`src/rtl/seq_detect_pkg.sv`:
```
// Shared types and default sizing for the programmable serial sequence detector.
package seq_detect_pkg;

  localparam int DEF_W     = 8;
  localparam int DEF_CNT_W = 8;

  typedef enum logic [1:0] {
    IDLE  = 2'd0,
    ARMED = 2'd1,
    RUN   = 2'd2
  } state_t;

endpackage

```
`src/rtl/seq_match_core.sv`:
```
// Shift-and-compare engine: serial history, fill counter and length-masked pattern compare.
module seq_match_core
  import seq_detect_pkg::*;
#(
  parameter int W  = DEF_W,
  parameter int LW = $clog2(W + 1)
) (
  input  logic          clk,
  input  logic          rst,
  input  logic          shift_en,
  input  logic          clear,
  input  logic          fill_clr,
  input  logic          seq,
  input  logic [W-1:0]  pattern,
  input  logic [LW-1:0] len,
  output logic          match
);

  logic [W-1:0]  hist_reg;
  logic [W-1:0]  hist_next;
  logic [W-1:0]  mask;
  logic [LW-1:0] fill_reg;
  logic [LW-1:0] fill_next;

  assign hist_next = {hist_reg[W-2:0], seq};
  assign fill_next = (fill_reg == LW'(W)) ? fill_reg : fill_reg + 1'b1;

  generate
    for (genvar gi = 0; gi < W; gi++) begin : g_mask
      assign mask[gi] = (len > LW'(gi));
    end
  endgenerate

  // Evaluated on the post-shift view so the completing bit is reported at its own edge.
  assign match = shift_en && (fill_next >= len) &&
                 ((hist_next & mask) == (pattern & mask));

  always_ff @(posedge clk or posedge rst) begin
    if (rst) begin
      hist_reg <= '0;
      fill_reg <= '0;
    end else if (clear) begin
      hist_reg <= '0;
      fill_reg <= '0;
    end else if (shift_en) begin
      hist_reg <= hist_next;
      fill_reg <= fill_clr ? '0 : fill_next;
    end
  end

endmodule

```
`src/rtl/seq_detect_ctrl.sv`:
```
// Controller: config handshake, ARMED/RUN sequencing, match counting and done signalling.
module seq_detect_ctrl
  import seq_detect_pkg::*;
#(
  parameter int W     = DEF_W,
  parameter int CNT_W = DEF_CNT_W,
  parameter int LW    = $clog2(W + 1)
) (
  input  logic             clk,
  input  logic             rst,
  input  logic             cfg_valid,
  output logic             cfg_ready,
  input  logic [W-1:0]     cfg_pattern,
  input  logic [LW-1:0]    cfg_len,
  input  logic             cfg_overlap,
  input  logic [CNT_W-1:0] cfg_target,
  output logic             cfg_err,
  input  logic             start,
  input  logic             abort,
  input  logic             seq,
  output logic             detected,
  output logic             done,
  output logic             busy,
  output logic [CNT_W-1:0] match_count
);

  state_t           state_reg, state_next;
  logic [W-1:0]     pattern_reg, pattern_next;
  logic [LW-1:0]    len_reg, len_next;
  logic             overlap_reg, overlap_next;
  logic [CNT_W-1:0] target_reg, target_next;
  logic [CNT_W-1:0] count_reg, count_next, count_inc;
  logic             detected_reg, detected_next;
  logic             done_reg, done_next;
  logic             err_reg, err_next;
  logic             shift_en, clear, fill_clr, match;

  seq_match_core #(.W(W), .LW(LW)) u_core (
    .clk      (clk),
    .rst      (rst),
    .shift_en (shift_en),
    .clear    (clear),
    .fill_clr (fill_clr),
    .seq      (seq),
    .pattern  (pattern_reg),
    .len      (len_reg),
    .match    (match)
  );

  assign count_inc = (count_reg == '1) ? count_reg : count_reg + 1'b1;

  always_comb begin
    state_next    = state_reg;
    pattern_next  = pattern_reg;
    len_next      = len_reg;
    overlap_next  = overlap_reg;
    target_next   = target_reg;
    count_next    = count_reg;
    detected_next = 1'b0;
    done_next     = 1'b0;
    err_next      = 1'b0;
    shift_en      = 1'b0;
    clear         = 1'b0;
    fill_clr      = 1'b0;
    case (state_reg)
      IDLE: begin
        if (cfg_valid) begin
          if (cfg_len >= LW'(1) && cfg_len <= LW'(W)) begin
            pattern_next = cfg_pattern;
            len_next     = cfg_len;
            overlap_next = cfg_overlap;
            target_next  = cfg_target;
            state_next   = ARMED;
          end else begin
            err_next = 1'b1;
          end
        end
      end
      ARMED: begin
        if (abort) begin
          pattern_next = '0;
          len_next     = '0;
          overlap_next = 1'b0;
          target_next  = '0;
          state_next   = IDLE;
        end else if (start) begin
          clear      = 1'b1;
          count_next = '0;
          state_next = RUN;
        end
      end
      RUN: begin
        if (abort) begin
          pattern_next = '0;
          len_next     = '0;
          overlap_next = 1'b0;
          target_next  = '0;
          state_next   = IDLE;
        end else begin
          shift_en = 1'b1;
          if (match) begin
            detected_next = 1'b1;
            count_next    = count_inc;
            fill_clr      = !overlap_reg;
            if (target_reg != '0 && count_inc == target_reg) begin
              done_next  = 1'b1;
              state_next = ARMED;
            end
          end
        end
      end
      default: state_next = IDLE;
    endcase
  end

  always_ff @(posedge clk or posedge rst) begin
    if (rst) begin
      state_reg    <= IDLE;
      pattern_reg  <= '0;
      len_reg      <= '0;
      overlap_reg  <= 1'b0;
      target_reg   <= '0;
      count_reg    <= '0;
      detected_reg <= 1'b0;
      done_reg     <= 1'b0;
      err_reg      <= 1'b0;
    end else begin
      state_reg    <= state_next;
      pattern_reg  <= pattern_next;
      len_reg      <= len_next;
      overlap_reg  <= overlap_next;
      target_reg   <= target_next;
      count_reg    <= count_next;
      detected_reg <= detected_next;
      done_reg     <= done_next;
      err_reg      <= err_next;
    end
  end

  assign cfg_ready   = (state_reg == IDLE);
  assign busy        = (state_reg == RUN);
  assign detected    = detected_reg;
  assign done        = done_reg;
  assign cfg_err     = err_reg;
  assign match_count = count_reg;

endmodule

```
`config.mk`:
```
export PLATFORM = sky130hd
export DESIGN_NAME = seq_detect_ctrl
export DESIGN_NICKNAME = d
export VERILOG_FILES = /design/src/rtl/seq_detect_pkg.sv /design/src/rtl/seq_match_core.sv /design/src/rtl/seq_detect_ctrl.sv
export SDC_FILE = /design/constraint.sdc
export NUM_CORES = 1
export LEC_CHECK = 0
export BUFFER_PORTS_ARGS = -buffer_cell sky130_fd_sc_hd__buf_2
export CAP_MARGIN = 20
export CORE_ASPECT_RATIO = 1.1
export CORE_MARGIN = 2
export CORE_UTILIZATION = 45
export DETAILED_ROUTE_END_ITERATION = 8
export PLACE_DENSITY = 0.68
export SYNTH_ARGS = -nofsm -noshare
export SYNTH_HDL_FRONTEND = slang
export SYNTH_SLANG_ARGS = --single-unit
```
`constraint.sdc`:
```
create_clock -name clk -period 2.9 [get_ports clk]
set_input_delay 0.58 -clock clk [delete_from_list [all_inputs] [get_ports clk]]
set_output_delay 0.58 -clock clk [all_outputs]
set_load 0.02 [all_outputs]
```
# == Word level (Yosys, flattened, before mapping) ==
# Cells that the tools add are included.
# totals
ff_bits,45
word_cells,109
# op_classes
add_sub_neg,2
bitwise,2
n_eq_ne,16
reduce_logical,14
mux,53
magnitude_cmp,11
# ops
cell,n
$mux 8,10
$pmux 8 s2,3
$mux 4,7
$mux 1,21
$and 8x8->8,2
$eq 8x8->1,2
$gt 4x3->1 const B,4
$mux 2,7
$mux 7,2
$reduce_and 5->1,2
$add 8x1->8 const B,1
$eq 8x8->1 const B,1
$gt 4x1->1 const B,2
$gt 4x2->1 const B,2
$ne 2x2->1 const B,4
$pmux 4 s2,1
$reduce_bool 8->1,1
$ne 2x1->1 const B,3
$ne 3x2->1 const B,2
$pmux 2 s3,1
$reduce_bool 2->1,3
$add 4x1->4 const B,1
$eq 4x4->1 const B,1
$ge 4x1->1 const B,1
other kinds (11),14

# == Logic depth before layout (Yosys ltp) ==
# Gate-level depths: netlist of run 1.
# depth
depth_word,11
depth_mapped,14
ltp_nobuf,13

# == Modules after synthesis ==
# A second synthesis of run 1 with hierarchy kept.
# unflattened
cells_unflattened,270
area_unflattened_um2,2652.5
# by_module_without_submodules
module,cells_each,area_each_um2,n_inst,seq_area_each_um2
seq_detect_ctrl,186,1859.3,1,850.8
seq_match_core,84,793.3,1,275.3

# == Worst setup path after synthesis of run 1 ==
# No wires, ideal clock.
# synth_timing
path_kind,flip-flop to flip-flop
start,reg u_core.fill_reg[0]
end,reg count_reg[2] (netlist: match_count[2])
path_stages_with_launch,15
arrival_time_ps,2663
path_slack_ps,100
synth_period_minus_slack_ps,2800
setup_time_ps,137
cell_sequence,dfrtp_1 -> inv_1 -> ha_1 -> nand2_1 -> nor2_1 -> xnor2_1 -> ha_1 -> nand2b_1 -> a2111oi_0 -> a2111oi_4 -> nand2_2 -> a21oi_1 -> clkbuf_1 -> a21oi_1 -> a21oi_1
# synth_between
elab_chain_cells,7
elab_cells_between_ends,8
classes_between,1 x add/sub; 1 x order compare; 2 x eq/ne; 1 x mux; 3 x reduce/logical
# synth_lines
item,line,rtl
start: declaration,seq_match_core.sv:22,logic [LW-1:0] fill_reg;
start signal: assignment,seq_match_core.sv:47,fill_reg <= fill_clr ? '0 : fill_next;
$add 4x1->4 / $eq 4x4->1 (equally long branches),seq_match_core.sv:26,assign fill_next = (fill_reg == LW'(W)) ? fill_reg : fill_reg + 1'b1;
$mux 4 (*),seq_match_core.sv:26,
$ge 4x4->1 (*),seq_match_core.sv:35,assign match = shift_en && (fill_next >= len) &&
$logic_and 1x1->1 (*) (2 in series),seq_match_core.sv:35,
$ne 2x1->1 (no source line) (*),n/a,
$reduce_and 5->1 (no source line) (*),n/a,
end signal: assignment,seq_detect_ctrl.sv:133,count_reg <= count_next;
end: declaration,seq_detect_ctrl.sv:32,"logic [CNT_W-1:0] count_reg, count_next, count_inc;"
# Every way passes the cells marked *; elsewhere a longest branch is shown, timed or not.
# A chain may end at the register's enable or synchronous reset.

# == Worst setup path after layout of run 1 ==
# layout_timing
start,reg u_core.fill_reg[0]
end,reg state_reg[1]
# layout_between
elab_chain_cells,7
elab_cells_between_ends,8
classes_between,1 x add/sub; 1 x order compare; 2 x eq/ne; 1 x mux; 3 x reduce/logical
# layout_lines
item,line,rtl
$add 4x1->4 / $eq 4x4->1 (equally long branches),seq_match_core.sv:26,
$mux 4 (*),seq_match_core.sv:26,
$ge 4x4->1 (*),seq_match_core.sv:35,
$logic_and 1x1->1 (*) (2 in series),seq_match_core.sv:35,
$ne 3x2->1 (no source line) (*),n/a,
$reduce_and 5->1 (no source line) (*),n/a,
end signal: assignment,seq_detect_ctrl.sv:128,state_reg <= state_next;
end: declaration,seq_detect_ctrl.sv:27,"state_t state_reg, state_next;"
# Marked as above.

==> results of run 1 <==
-- routing by layer --
layer	share of wire	vias to the layer above	GRT usage
met5	0	-	0
met4	0.011	0	0.06169
met3	0.045	6	0.03978
met2	0.46	52	0.3138
met1	0.48	1115	0.2827
li1	-	1115	-
-- worst reg2reg max path: stages (launching register included) --
cell and delay [ns]:
dfrtp_1 0.39, inv_2 0.08, ha_4 0.12, nand2_2 0.06, nor2_2 0.12, xnor2_1 0.09
ha_1 0.28, nand2b_4 0.13, a2111oi_4 0.07, a2111oi_4 0.29, nand2_2 0.13, or4_4 0.53
o21a_1 0.20, o31ai_1 0.21
-- how the worst min path moves through the flow --
stage	startpoint	endpoint	slack, ns	depth (start not counted)
after floorplan	overlap_reg	overlap_reg	0.48	1
final	rst	target_reg[2]	0.47	2
after CTS	cfg_pattern[1]	pattern_reg[1]	0.48	2
after global routing	cfg_pattern[2]	pattern_reg[2]	0.49	2
after detailed placement	pattern_reg[2]	pattern_reg[2]	0.51	1
after global placement	pattern_reg[0]	pattern_reg[0]	0.51	1
-- final cells by class --
type	instances	area (µm²)
Clock inverter	2	15.01
Multi-Input combinational cell	197	1461
Fill cell	522	2645
Clock buffer	6	72.57
Tap cell	77	96.34
Timing Repair Buffer	52	292.8
Inverter	16	60.06
Sequential cell	45	1126
-- what timing repair did --
item / 4_1_cts / 5_1_grt
setup endpoints to repair: 0 / 14
hold buffers: 0 / 0
resized for setup: 0 / 12
buffers inserted: 0 / 1
-- cell families (layout without fill, tap and decap cells) --
logic type	count (synthesis)	count (layout)	share of synthesized area
AND/OR/NAND/NOR	66	66	0.1303
flip-flops	45	45	0.4217
AO/OA/AOI/OAI	101	101	0.2840
XOR/XNOR	17	17	0.05576
buffers and inverters	30	76	0.04874
adder cells (fa/ha/maj)	11	11	0.05155
multiplexers	2	2	0.007966
-- per-stage QoR --
stage               utilization  total power [mW]  std cells  TNS [ns]  cell area [µm²]
global route             0.5415             2.978        395  -0.01930             3124
finish                   0.5415             2.764        395         0             3124
floorplan                     -             1.926        272         0             2670
global placement         0.5168             2.248        386         0             2982
CTS                      0.5320             2.678        394         0             3069
detailed placement       0.5168             2.271        386         0             2982
-- power groups by stage --
stage          logic, mW  registers [mW]  clock network [mW]
4_1_cts             1.31           0.964               0.407
3_5_place_dp        1.30           0.975                   0
5_1_grt             1.55           0.996               0.430
3_3_place_gp        1.28           0.973                   0
2_1_floorplan      0.975           0.951                   0
6_report            1.40           0.969               0.398
-- cell usage after synthesis (all sizes together) (5+ instances only) --
master and instances:
nand2b 6, a21oi 17, clkbuf 7, buf 7, dfrtp 45, xnor2 12
ha 11, a22o 31, a21boi 5, nand3 10, inv 16, xor2 5
nor3 5, o21ai 13, nor2 14, nand2 13
==> metrics.txt, run 1 <==
vias in the first global route=2149; RSZ-0062 raised after global routing=true; Setup WS pre-CTS=0.05005 ns; Post-synth EDFFs=0; slowest CP cell=or4_4; worst vdd ir=501.2 µV; post-layout min period=2.776 ns; # setup viols final=0; synthesized area per cell=9.816 µm²; Min Hold Slack=0.4675 ns; r2r endpoint=state_reg[1]; Hold Path Class=input pin to async pin; Peak Freq=360.3 MHz; area of the core=5769 µm²; Yosys top cell area share=0.4217; CTS H-Tree Depth=2; ANT cells=0; Final Max Slew Viols=0; Via-to-Cell Ratio=5.792; crit-path leading delay family=simple AND/OR/NAND/NOR gates; global-route wire length before repair=10.57 mm; Critical Path RT=3.12 ns; via count=2288; CTS buffer count=5; ranking of synthesized cells by area=dfrtp_1, a22o_1, ha_1, xnor2_1, a21oi_1; status=completed; initial antenna violation count=0; commonest non-fill, non-tap cell in the layout=dfrtp_1; post-synthesis cell area=2670 µm²; Crit Path Class=register to register; Final WS setup=0.1242 ns; layout cell share with drive strength beyond 1=0.2296; CP cell instances=inv_2 > ha_4 > nand2_2 > nor2_2 > xnor2_1 > ha_1 > nand2b_4 > a2111oi_4 > a2111oi_4 > nand2_2 > or4_4 > o21a_1 > o31ai_1; port bufs=39; Die ar.=6567 µm²; Synth area leader=dfrtp_1; Final ANT Viol Nets=0; relative slew slack=0.3834; worst stage delay on the critical path=0.53 ns; clock sinks=45; Die X=77.45 µm; length in cells of the worst reg-to-reg path=13; largest net degree at the start of global routing=46; row count=29; gr usage total=0.2008; FFs w/ async S/R, synth=1.000; CP startpoint kind=register; Initial Util=0.4628; worst reg2reg setup slack=0.12 ns; Pre-antenna DRT Iters=5; switch share=0.4098; critical path startpoint=u_core.fill_reg[0]; crit path capture=state_reg[1]; Pint=1.631 mW; Seq pwr share=0.351; Buf+Inv Stages, Crit Path=1; Final Wtd Congestion=0.8831; nets=355; sequential area share after synthesis=0.4217; Stages on worst setup path=13; Max Cap Viol=0; total grt overflow=0; 1st-iter DRT viols=202; Crit Path Max Fanout=5; drt total wl=6.295 mm; YS warnings=0; RR Startpoint=u_core.fill_reg[0]; Syn Inst Count=272; #FFs+latches synth=45; Static Leak=1.405 nW; CTS tree=yes; CTS Root Cell=clkbuf_8; Clk pwr share=0.144; combinational power share=0.505; Primary FF master, synth=dfrtp_1; Netlist cell types=54; CTS clk-pin slew, worst paths=0.09 ns; # IOs=40; final hold violations=0; pwr dens=884.7 nW/µm²; Net Count, Synth=310; period utilization=0.9572; Die Ht=84.79 µm; most frequent cells in the layout=dfrtp_1, buf_2, a22o_1, a21oi_1; worst-case clock buffer depth=2; # DRC=0; clock skew=0.008229 ns; switching power=1.133 mW; P&R area growth vs syn=17.01%; latest clock arrival within the worst-skew pair=0.31 ns; Slew @ Worst Pin=0.9235 ns; wire per inst=15.94 µm; WP data arrival=2.99 ns; Detail Placement HPWL=4.499 mm; Worst Setup End Kind=register
(Power assumes the default switching activity.)
==> inputs of run 2 (changes only) <==
--- a/config.mk
+++ b/config.mk
@@ -11,7 +11,7 @@
 export CORE_MARGIN = 2
 export CORE_UTILIZATION = 45
 export DETAILED_ROUTE_END_ITERATION = 8
-export PLACE_DENSITY = 0.68
+export PLACE_DENSITY = 0.65
 export SYNTH_ARGS = -nofsm -noshare
 export SYNTH_HDL_FRONTEND = slang
 export SYNTH_SLANG_ARGS = --single-unit
==> constraint.sdc (replaced) <==
create_clock -name clk -period 3 [get_ports clk]
set_input_delay 0.6 -clock clk [delete_from_list [all_inputs] [get_ports clk]]
set_output_delay 0.6 -clock clk [all_outputs]
set_load 0.02 [all_outputs]
==> run 2 against run 1 <==
Clock power is 22% higher. Critical path depth stayed put. Flip-flop and latch count stayed put. Critical path type unchanged. Global-route usage is 0.90 points higher. Total power hardly changed. Largest power group unchanged. Die area stayed put. Setup slack worse by 0.053 ns.
==> metrics.txt, run 2 (synthesis gave the netlist of run 1 again) <==
Worst Setup End Kind=register; ANT cells=0 (unchanged); WP data arrival=3.14 ns (+0.15 ns); largest net degree at the start of global routing=46 (unchanged); Final Wtd Congestion=0.9033 (+2.3%); worst vdd ir=538.2 µV (+7.4%); Final ANT Viol Nets=0 (unchanged); # setup viols final=0 (unchanged); # IOs=40 (unchanged); # DRC=0 (unchanged); 1st-iter DRT viols=161 (-20%); Initial Util=0.4628 (unchanged); Crit Path Class=register to register; drt total wl=6.514 mm (+3.5%); Max Cap Viol=0 (unchanged); CTS clk-pin slew, worst paths=0.10 ns (about the same); Die ar.=6567 µm² (unchanged); slowest CP cell=or4_4; Die X=77.45 µm (unchanged); wire per inst=16.45 µm (+3.2%); DP Area=2989 µm² (+0.25%); CP dominant cell by count=o21a_1; row count=29 (unchanged); Min Hold Slack=0.4927 ns (+0.02523 ns); Design Area, Final=3187 µm² (+2.0%); Via-to-Cell Ratio=5.780 (-0.21%); setup TNS=0 ns (unchanged); fin cells=396 (+0.25%); Peak Freq=341.4 MHz (-5.2%); relative slew slack=0.3721 (-0.01133); total grt overflow=0 (unchanged); worst reg2reg setup slack=0.07 ns (-0.05 ns); layout cell share with drive strength beyond 1=0.2476 (+0.01809); period utilization=0.9763 (+0.01910); final hold violations=0 (unchanged); Crit Path Max Fanout=4 (-1); Pre-antenna DRT Iters=4 (-1); placed cells=387 (+0.26%); Hold Path Class=input pin to async pin; pwr dens=867.3 nW/µm² (-2.0%); worst-case clock buffer depth=2 (unchanged); clock skew=0.006860 ns (-0.001369 ns); vias in the first global route=2306 (+7.3%); CTS Root Cell=clkbuf_8; CP cell instances=buf_4 > ha_4 > nand3_2 > o21ai_2 > ha_1 > o21a_1 > nor2_1 > a2111oi_4 > nand2_2 > buf_6 > or4_4 > o21a_1 > o31ai_1; worst stage delay on the critical path=0.53 ns (about the same); nets=356 (+0.28%); most frequent cells in the layout=dfrtp_1, buf_2, a22o_1, a21oi_1; Static Leak=1.438 nW (+2.3%); Critical Path RT=3.21 ns (+0.09 ns); Final Max Slew Viols=0 (unchanged); via count=2289 (+0.044%); post-layout min period=2.929 ns (+0.1530 ns); CTS buffer count=5 (unchanged); port bufs=39 (unchanged); Slew @ Worst Pin=0.9405 ns (+0.01697 ns); P&R area growth vs syn=19.35%; Detail Placement HPWL=4.678 mm (+4.0%); area of the core=5769 µm² (unchanged); CTS H-Tree Depth=2 (unchanged); fillcell total=544 (+4.2%); CP startpoint kind=register; CTS tree=yes; initial antenna violation count=0 (unchanged); latest clock arrival within the worst-skew pair=0.30 ns (about the same); commonest non-fill, non-tap cell in the layout=dfrtp_1; Die Ht=84.79 µm (unchanged); global-route wire length before repair=11.05 mm (+4.6%); status=completed; Tot Pwr=2.764 mW (about the same); gr usage total=0.2097 (+0.008961); clock sinks=45 (unchanged)
run 2: critical path: cells and delay by family (launching register included):
kind	cells	cell delay (ns)
compound gates	5	0.93
simple gates	4	0.76
fa+ha+maj	2	0.44
flops	1	0.40
buf+inv	2	0.29
run 2: layout make-up:
cell class                      count  area, µm²  share of cell area
Tap cell                           77      96.34             0.03023
Timing Repair Buffer               53      304.0             0.09541
Clock inverter                      3      47.55             0.01492
Clock buffer                        5      68.82             0.02159
Multi-Input combinational cell    197       1484              0.4656
Sequential cell                    45       1126              0.3534
Inverter                           16      60.06             0.01885
run 2: final timing paths:
| check | start | end | cells past startpoint |
|---|---|---|---|
| worst min register to register | pattern_reg[3] | pattern_reg[3] | 1 |
| worst max register to register | u_core.fill_reg[0] | state_reg[1] | 13 |
| worst min-delay path | rst | target_reg[0] | 2 |
| worst max-delay path | u_core.fill_reg[0] | state_reg[1] | 13 |
| max in group asynchronous | rst | done | 2 |
| min in group clk | cfg_target[2] | target_reg[2] | 2 |
run 2: through the flow:
| step | util | setup slack (ns) |
|---|---|---|
| after floorplan | - | 0.1998 |
| after global placement | 0.5181 | 0.08024 |
| after detailed placement | 0.5181 | -0.03546 |
| after CTS | 0.5389 | -0.04133 |
| after global routing | 0.5524 | -0.05025 |
| final | 0.5524 | 0.07115 |
run 2: per-layer routing:
metal | vias up | part of all wire | global-route usage
met5 | - | 0 | 0
met4 | 0 | 0.0088 | 0.05682
met3 | 6 | 0.032 | 0.03441
met2 | 54 | 0.49 | 0.3415
met1 | 1117 | 0.47 | 0.2907
li1 | 1112 | - | -
run 2: repair_timing:
action | 4_1_cts | 5_1_grt
setup endpoints to repair | 4 | 10
hold buffers | 0 | 0
gates cloned | 0 | 0
pin swaps | 1 | 7
setup buffers | 0 | 2
gates resized for setup | 1 | 18
run 2: power breakdown:
part	internal [mW]	switching, mW	total (mW)
clock	0.254	0.231	0.485
sequential	0.766	0.182	0.948
combinational	0.621	0.710	1.33
